==> src/rtl/wb_arbiter.sv <==
// Two-master Wishbone arbiter in front of a single shared slave (SPI RAM bridge).
// Round-robin on ties, locked ownership while the owner holds cyc, slave-response timeout with abort.
module wb_arbiter #(
  parameter int ADDR_WIDTH     = 23,
  parameter int DATA_WIDTH     = 8,
  parameter int TIMEOUT_CYCLES = 255
) (
  input  logic                  clk_i,
  input  logic                  rst_i,
  input  logic                  m0_cyc_i,
  input  logic                  m0_stb_i,
  input  logic                  m0_we_i,
  input  logic [ADDR_WIDTH-1:0] m0_adr_i,
  input  logic [DATA_WIDTH-1:0] m0_dat_i,
  output logic                  m0_ack_o,
  output logic                  m0_err_o,
  output logic                  m0_rty_o,
  output logic [DATA_WIDTH-1:0] m0_dat_o,
  input  logic                  m1_cyc_i,
  input  logic                  m1_stb_i,
  input  logic                  m1_we_i,
  input  logic [ADDR_WIDTH-1:0] m1_adr_i,
  input  logic [DATA_WIDTH-1:0] m1_dat_i,
  output logic                  m1_ack_o,
  output logic                  m1_err_o,
  output logic                  m1_rty_o,
  output logic [DATA_WIDTH-1:0] m1_dat_o,
  output logic                  s_cyc_o,
  output logic                  s_stb_o,
  output logic                  s_we_o,
  output logic [ADDR_WIDTH-1:0] s_adr_o,
  output logic [DATA_WIDTH-1:0] s_dat_o,
  input  logic                  s_ack_i,
  input  logic                  s_err_i,
  input  logic                  s_rty_i,
  input  logic [DATA_WIDTH-1:0] s_dat_i,
  output logic [1:0]            grant_o
);

  typedef enum logic [1:0] {
    IDLE  = 2'd0,
    OWN0  = 2'd1,
    OWN1  = 2'd2,
    ABORT = 2'd3
  } state_t;

  localparam logic [7:0] LP_TMO    = 8'(TIMEOUT_CYCLES);
  localparam logic       LP_TMO_EN = (LP_TMO != 8'd0);

  state_t     r_state;
  state_t     w_state_nxt;
  logic       r_last_owner;
  logic       w_last_owner_nxt;
  logic       r_abort_owner;
  logic       w_abort_owner_nxt;
  logic [7:0] r_tmo;
  logic [7:0] w_tmo_nxt;
  logic       w_resp;
  logic       w_tmo_hit;
  logic       w_abort_cyc;

  // Next-state, timeout counter and the combinational slave/master crossbar.
  always_comb begin
    w_state_nxt       = r_state;
    w_last_owner_nxt  = r_last_owner;
    w_abort_owner_nxt = r_abort_owner;
    w_tmo_nxt         = r_tmo;
    w_resp            = s_ack_i | s_err_i | s_rty_i;
    w_tmo_hit         = 1'b0;
    w_abort_cyc       = 1'b0;
    s_cyc_o           = 1'b0;
    s_stb_o           = 1'b0;
    s_we_o            = 1'b0;
    s_adr_o           = '0;
    s_dat_o           = '0;
    grant_o           = 2'b00;
    m0_ack_o          = 1'b0;
    m0_err_o          = 1'b0;
    m0_rty_o          = 1'b0;
    m0_dat_o          = '0;
    m1_ack_o          = 1'b0;
    m1_err_o          = 1'b0;
    m1_rty_o          = 1'b0;
    m1_dat_o          = '0;

    case (r_state)
      IDLE: begin
        if (m0_cyc_i && m1_cyc_i) begin
          w_state_nxt = r_last_owner ? OWN0 : OWN1;
        end else if (m0_cyc_i) begin
          w_state_nxt = OWN0;
        end else if (m1_cyc_i) begin
          w_state_nxt = OWN1;
        end else begin
          w_state_nxt = IDLE;
        end
      end
      OWN0: begin
        s_cyc_o   = m0_cyc_i;
        s_stb_o   = m0_stb_i;
        s_we_o    = m0_we_i;
        s_adr_o   = m0_adr_i;
        s_dat_o   = m0_dat_i;
        grant_o   = 2'b01;
        w_tmo_hit = LP_TMO_EN && m0_cyc_i && m0_stb_i && !w_resp && (r_tmo == LP_TMO - 8'd1);
        m0_ack_o  = s_ack_i & ~w_tmo_hit;
        m0_err_o  = s_err_i | w_tmo_hit;
        m0_rty_o  = s_rty_i & ~w_tmo_hit;
        m0_dat_o  = s_dat_i;
        if (w_tmo_hit) begin
          w_state_nxt       = ABORT;
          w_abort_owner_nxt = 1'b0;
        end else if (!m0_cyc_i) begin
          w_state_nxt      = IDLE;
          w_last_owner_nxt = 1'b0;
        end else begin
          w_state_nxt = OWN0;
        end
      end
      OWN1: begin
        s_cyc_o   = m1_cyc_i;
        s_stb_o   = m1_stb_i;
        s_we_o    = m1_we_i;
        s_adr_o   = m1_adr_i;
        s_dat_o   = m1_dat_i;
        grant_o   = 2'b10;
        w_tmo_hit = LP_TMO_EN && m1_cyc_i && m1_stb_i && !w_resp && (r_tmo == LP_TMO - 8'd1);
        m1_ack_o  = s_ack_i & ~w_tmo_hit;
        m1_err_o  = s_err_i | w_tmo_hit;
        m1_rty_o  = s_rty_i & ~w_tmo_hit;
        m1_dat_o  = s_dat_i;
        if (w_tmo_hit) begin
          w_state_nxt       = ABORT;
          w_abort_owner_nxt = 1'b1;
        end else if (!m1_cyc_i) begin
          w_state_nxt      = IDLE;
          w_last_owner_nxt = 1'b1;
        end else begin
          w_state_nxt = OWN1;
        end
      end
      ABORT: begin
        // The slave is cut off; the aborted master keeps its grant bit until it releases cyc.
        grant_o     = r_abort_owner ? 2'b10 : 2'b01;
        w_abort_cyc = r_abort_owner ? m1_cyc_i : m0_cyc_i;
        if (!w_abort_cyc) begin
          w_state_nxt      = IDLE;
          w_last_owner_nxt = r_abort_owner;
        end else begin
          w_state_nxt = ABORT;
        end
      end
      default: begin
        w_state_nxt = IDLE;
      end
    endcase

    if ((r_state == IDLE) || (r_state == ABORT) || w_resp || !(s_cyc_o && s_stb_o)) begin
      w_tmo_nxt = 8'd0;
    end else if (r_tmo != 8'hFF) begin
      w_tmo_nxt = r_tmo + 8'd1;
    end else begin
      w_tmo_nxt = r_tmo;
    end
  end

  // State, round-robin history, abort owner and timeout counter registers.
  always_ff @(posedge clk_i) begin
    if (rst_i) begin
      r_state       <= IDLE;
      r_last_owner  <= 1'b1;
      r_abort_owner <= 1'b0;
      r_tmo         <= 8'd0;
    end else begin
      r_state       <= w_state_nxt;
      r_last_owner  <= w_last_owner_nxt;
      r_abort_owner <= w_abort_owner_nxt;
      r_tmo         <= w_tmo_nxt;
    end
  end

endmodule

==> config.mk <==
export PLATFORM = sky130hd
export DESIGN_NAME = wb_arbiter
export DESIGN_NICKNAME = d
export VERILOG_FILES = /design/src/rtl/wb_arbiter.sv
export SDC_FILE = /design/constraint.sdc
export NUM_CORES = 1
export LEC_CHECK = 0
export ABC_AREA = 1
export CAP_MARGIN = 20
export CORE_MARGIN = 5
export CORE_UTILIZATION = 33
export DETAILED_ROUTE_END_ITERATION = 10
export PLACE_DENSITY = 0.93
export SYNTH_ARGS = -nofsm -noshare
export SYNTH_HDL_FRONTEND = slang
export SYNTH_SLANG_ARGS = --single-unit
==> constraint.sdc <==
create_clock -name clk_i -period 3.1 [get_ports clk_i]
set_clock_uncertainty 0.2 [all_clocks]
set_input_delay 0.62 -clock clk_i [delete_from_list [all_inputs] [get_ports clk_i]]
set_output_delay 0.62 -clock clk_i [all_outputs]
set_load 0.005 [all_outputs]
==> impl_metrics.json, run 1 <==
{
  "die_h_um": 76.2,
  "dp_hpwl_mm": 5.23,
  "clockBufferDepth": 2,
  "min_period_over_period": 0.966,
  "track_usage": 0.201,
  "syn-instance-count": 275,
  "arrival_ns": 2.17,
  "ios": 139,
  "synth-seq-cells": 12,
  "path_clk_slew_ns": 0.05,
  "grt_first_pass_wirelength_mm": 9.76,
  "hp-class": "register to register",
  "cts.sinks": 12,
  "routabilityCongestion": 0.874,
  "rows": 24,
  "synth.top_cell.area_share": 0.278,
  "ys_warn_count": 0,
  "period_needed_ns": 2.99,
  "cts_max_level": 1,
  "io_buffers": 138,
  "viasPerCell": 4.81,
  "numCtsBuffers": 3,
  "drive_gt1_frac": 0.0534,
  "tns_ns": 0,
  "yosysMostFrequentCell": "nand2_1",
  "postRouteAntennaNets": 0,
  "synth_edf_count": 0,
  "grtUsageMet3": 0.0650,
  "syn_avg_cell_area_um2": 5.26,
  "antenna_found_initial": 0,
  "coreArea_um2": 4290,
  "cap_violations": 0,
  "required_ns": 2.28,
  "grt_util_met1": 0.224,
  "post_cts_buffers": 0,
  "grt_remaining_overflow": 0,
  "cellLeakagePower_uw": 0.00130,
  "power_density_nw_per_um2": 489,
  "grtUsageMet2": 0.362,
  "routed_wl_mm": 6.28,
  "route.detailed.drc": 0,
  "synth_area_leader_cell": "nand2_1",
  "whs_ns": 0.300,
  "die-area_um2": 5810,
  "crit_path_start_kind": "input pin",
  "cp_max_fo": 3,
  "tightest_slew_ns": 0.269,
  "synth_area_um2": 1450,
  "fp.dieW_um": 76.2,
  "grt_max_degree": 27,
  "ys_top_cells_by_area": "nand2_1 (28%), dfxtp_1 (17%), a21oi_1 (14%), inv_1 (12%), ha_1 (5.2%)",
  "path_class": "input pin to output port",
  "drv_slew": 0,
  "ir_worst_vdd_v": 0.000302,
  "n_antenna_cell": 0,
  "vias": 2232,
  "ys_types": 27,
  "finalHoldViolCount": 0,
  "netlist_top_cells_count": "nand2_1 (107), inv_1 (45), a21oi_1 (40)",
  "routedWlPerCell_um": 13.5,
  "start_util": 0.337,
  "cts_tree": "built",
  "synth_nets": 362,
  "fmax_ghz": 0.334,
  "initialDrtViolationCount": 158,
  "outcome": "completed",
  "ys_seq_area_frac": 0.166,
  "grt_pass1_vias": 2019,
  "worst_slew_margin_rel": 0.819,
  "setup_viol": 0,
  "ys.flop_type": "dfxtp_1",
  "critPathCaptureType": "output port",
  "clock_latency_ns": 0.24,
  "grt.busiest_layer": "met2",
  "nNetsFinal": 500,
  "area_growth_pct": 104,
  "clk_root_buffer_cell": "clkbuf_8",
  "power_uw": 1440,
  "synthArstFlopShare": 0,
  "rsz0062_at_grt": "no",
  "firstDrtPassIters": 5
}
[report_power, final]
| group | total [uW] | internal, uW | switching [uW] | leakage [uW] |
|---|---|---|---|---|
| clock | 172 | 112 | 59.2 | 0.0000288 |
| sequential | 187 | 171 | 16.0 | 0.0000974 |
| combinational | 1090 | 559 | 527 | 0.00117 |
[worst paths after layout]
check	startpoint	endpoint	slack (ns)	cells after the start
worst max-delay path	s_rty_i	m0_err_o	0.11	7
worst min register to register	r_abort_owner$_SDFFE_PP0P_	r_abort_owner$_SDFFE_PP0P_	0.30	2
worst max register to register	r_state[0]$_SDFF_PP0_	r_tmo[0]$_SDFFE_PP0P_	1.18	9
worst min-delay path	r_abort_owner$_SDFFE_PP0P_	r_abort_owner$_SDFFE_PP0P_	0.30	2
[cells by family after synthesis]
family	Yosys count	share of synthesized area
DFF	12	0.166
AOI/OAI and AO/OA	55	0.198
buffers and inverters	60	0.161
xor gates and xnor gates	3	0.0182
and+or+nand+nor	139	0.405
adders and majority gates	6	0.0519
[final cells by class]
class / count / area, um2
multi-input cells: 203 / 976
repair buffers: 146 / 1440
clock buffers: 4 / 55.1
fillers: 370 / 1340
inverters: 47 / 176
flip-flops and latches: 12 / 240
well taps: 52 / 65.1
[state kept, by name (all words and copies together), names as in the netlist]
| register | flops |
|---|---|
| r_tmo | 8 |
| r_abort_owner | 1 |
| r_last_owner | 1 |
| r_state | 2 |
[cell usage in the layout, fill, tap and decap left out, types with 4 or more instances in the layout]
cell type          n
a21oi_1           40
buf_4              8
clkbuf_8           4
clkdlybuf4s50_1  138
dfxtp_1           12
ha_1               6
inv_1             45
nand2_1          107
nand3_1            7
nor2_1            12
o21ai_0           11
[repair_timing]
action,4_1_cts,5_1_grt
gates resized for setup,0,1
setup endpoints to repair,0,1
hold buffers,0,0
[worst max-delay path: stages]
cell             delay (ns)
clkdlybuf4s50_1        0.44
nor2_1                 0.10
nand2_1                0.12
nor2_2                 0.13
nand3_1                0.10
o21ai_0                0.10
clkdlybuf4s50_1        0.56
[layer usage]
| layer | up-vias | routed length (um) |
|---|---|---|
| met3 | 11 | 694 |
| met4 | 0 | 112 |
| met2 | 127 | 3090 |
| met5 | - | 0 |
| li1 | 1121 | - |
| met1 | 973 | 2390 |
[stage by stage]
step | instance area [um2] | setup WS (ns) | std cells | utilization
after floorplan | 1450 | 1.07 | 275 | -
after global placement | 2900 | 0.0997 | 460 | 0.675
after detailed placement | 2900 | 0.106 | 460 | 0.675
after CTS | 2950 | 0.0888 | 464 | 0.687
after global routing | 2950 | 0.00952 | 464 | 0.688
final | 2950 | 0.106 | 464 | 0.688
Note: power is estimated with default switching activity, not from simulation.
==> run 2, diff against run 1 <==
Settings changed: SLEW_MARGIN set to 5.
==> results of run 2 <==
Final layout, timing and power as in run 1 (identical DEF).
==> edit: new RTL, flow settings as in run 1 <==
The parameter `DATA_WIDTH` goes from 8 to 6.
--- a/src/rtl/wb_arbiter.sv
+++ b/src/rtl/wb_arbiter.sv
@@ -4,3 +4,3 @@
   parameter int ADDR_WIDTH     = 23,
-  parameter int DATA_WIDTH     = 8,
+  parameter int DATA_WIDTH     = 6,
   parameter int TIMEOUT_CYCLES = 255
Ports: changed (6 resized); port bits go from 139 to 127. No check against the original RTL was run, so the function may have changed too.
==> edit against run 1 <==
Power fell by 6.2%; sequential cell count did not move; synthesized area fell by 4.1%; global-route usage rose by 0.97 points; cell area fell by 6.2%; wire length fell by 6.3%; worst setup slack improved by 0.017 ns; sequential power barely moved; non-clock buffer count fell by 14; maximum frequency rose by 0.56%; core utilization barely moved.
==> edit: results (changes against run 1) <==
metric	value	unit	change
grt_max_degree	43		+59%
nFillCells	346		-6.5%
critPathArrivalTime	2.16	ns	
grt_pass1_wl	9310	um	-4.7%
worst_pin_slew	0.406	ns	+0.137 ns
ctsHtreeMaxLevel	1		unchanged
critical_path.endpoint	m0_err_o		
largestRegisters	r_tmo (8), r_state (2)		
yosysUniqueCellTypes	28		+3.7%
yosys-top-cells-count	nand2_1, a21oi_1, inv_1		
yosysSeqAreaShare	17.3	%	+0.70 points
synth_nets	341		-5.8%
period_needed	2.98	ns	-0.0166 ns
drt_pre_antenna_iters	4		-1
ant_nets	0		unchanged
drive_above_1_share	5.99	%	+0.65 points
status	finished, final reports clean		
ir_worst_vdd	0.293	mV	-3.1%
worstRegToRegCells	11		+2
gp_congestion	0.977		+12%
post_drt_wl_per_cell	13.6	um	+0.23%
clkTransAtPathRegs	0.05	ns	about the same
grt_pass1_vias	2044		+1.2%
root_buffer	clkbuf_8		
grt_usage	21.1	%	+0.97 points
finalNetCount	466		-6.8%
dp_worst_setup_slack	0.135	ns	+0.0293 ns
dpl_cell_area	2720	sq um	-6.2%
antenna_found_initial	0		unchanged
yosysWarnings	0		unchanged
num_vias	2052		-8.1%
drt_first_iter_violations	87		-45%
post_cts_resized	0		unchanged
intPower	800	uW	-5.0%
dp_hpwl	4920	um	-5.8%
power_leakage	0.00119	uW	-8.2%
clockBufferDepth	2		unchanged
numPortBuffers	126		-8.7%
synth_area_leaders	nand2_1, dfxtp_1, a21oi_1		
==> edit: changes by cell type after synthesis, moves of 2 or more <==
cell,change
buf_2,+3
clkbuf_1,-3
inv_1,-7
inv_2,+4
nand2_1,-10
o21ai_0,-2
o21ai_1,+3
==> edit: power by group through the flow <==
stage	Sequential, uW	Clock, uW	Combinational [uW]
2_1_floorplan	186	0	467
3_3_place_gp	189	0	990
3_5_place_dp	189	0	1010
4_1_cts	186	171	1010
5_1_grt	189	182	1120
6_report	187	169	999
==> edit: metrics by stage <==
step	utilization, %	std cells
floorplan	-	260
global placement	67.4	430
detailed placement	67.4	430
CTS	68.8	434
global route	68.8	434
finish	68.8	434
==> edit: kinds of logic (layout without fill, tap and decap cells) <==
kind of cell / after synthesis / after routing / synth area share [%]
AND/OR/NAND/NOR: 129 / 129 / 39.6
AO/OA/AOI/OAI: 55 / 55 / 20.4
buffers and inverters: 55 / 179 / 15.4
flip-flops: 12 / 12 / 17.3
XOR/XNOR: 3 / 3 / 1.89
adder cells (fa/ha/maj): 6 / 6 / 5.41
==> edit: routing by layer <==
layer | track usage (%) | wire [um] | part of all wire, % | up-vias
li1 | - | - | - | 1058
met1 | 22.2 | 2170 | 37 | 898
met2 | 40.4 | 2950 | 50 | 80
met3 | 6.14 | 608 | 10 | 16
met4 | 5.53 | 163 | 2.8 | 0
met5 | 0 | 0 | 0 | -
==> edit: worst min path at each step <==
stage | startpoint | end | slack [ns] | cells past startpoint
after floorplan | r_last_owner | r_last_owner | 0.25 | 2
after global placement | r_last_owner | r_last_owner | 0.28 | 2
after detailed placement | r_last_owner | r_last_owner | 0.28 | 2
after CTS | r_last_owner | r_last_owner | 0.30 | 2
after global routing | r_abort_owner | r_abort_owner | 0.35 | 2
final | r_last_owner | r_last_owner | 0.30 | 2
==> edit: layout make-up <==
| type | count | share of cell area, % |
|---|---|---|
| clock buffer | 4 | 1.99 |
| multi-input combinational | 193 | 33.7 |
| inverter | 43 | 5.82 |
| timing repair buffer | 132 | 47.6 |
| tap | 50 | 2.26 |
| sequential | 12 | 8.67 |
==> edit: worst max-delay path, stage by stage <==
cell             delay (ns)
clkdlybuf4s50_1        0.44
nor2_1                 0.10
nand2_1                0.10
nor2_1                 0.13
nand3_1                0.10
o21ai_0                0.10
clkdlybuf4s50_1        0.55
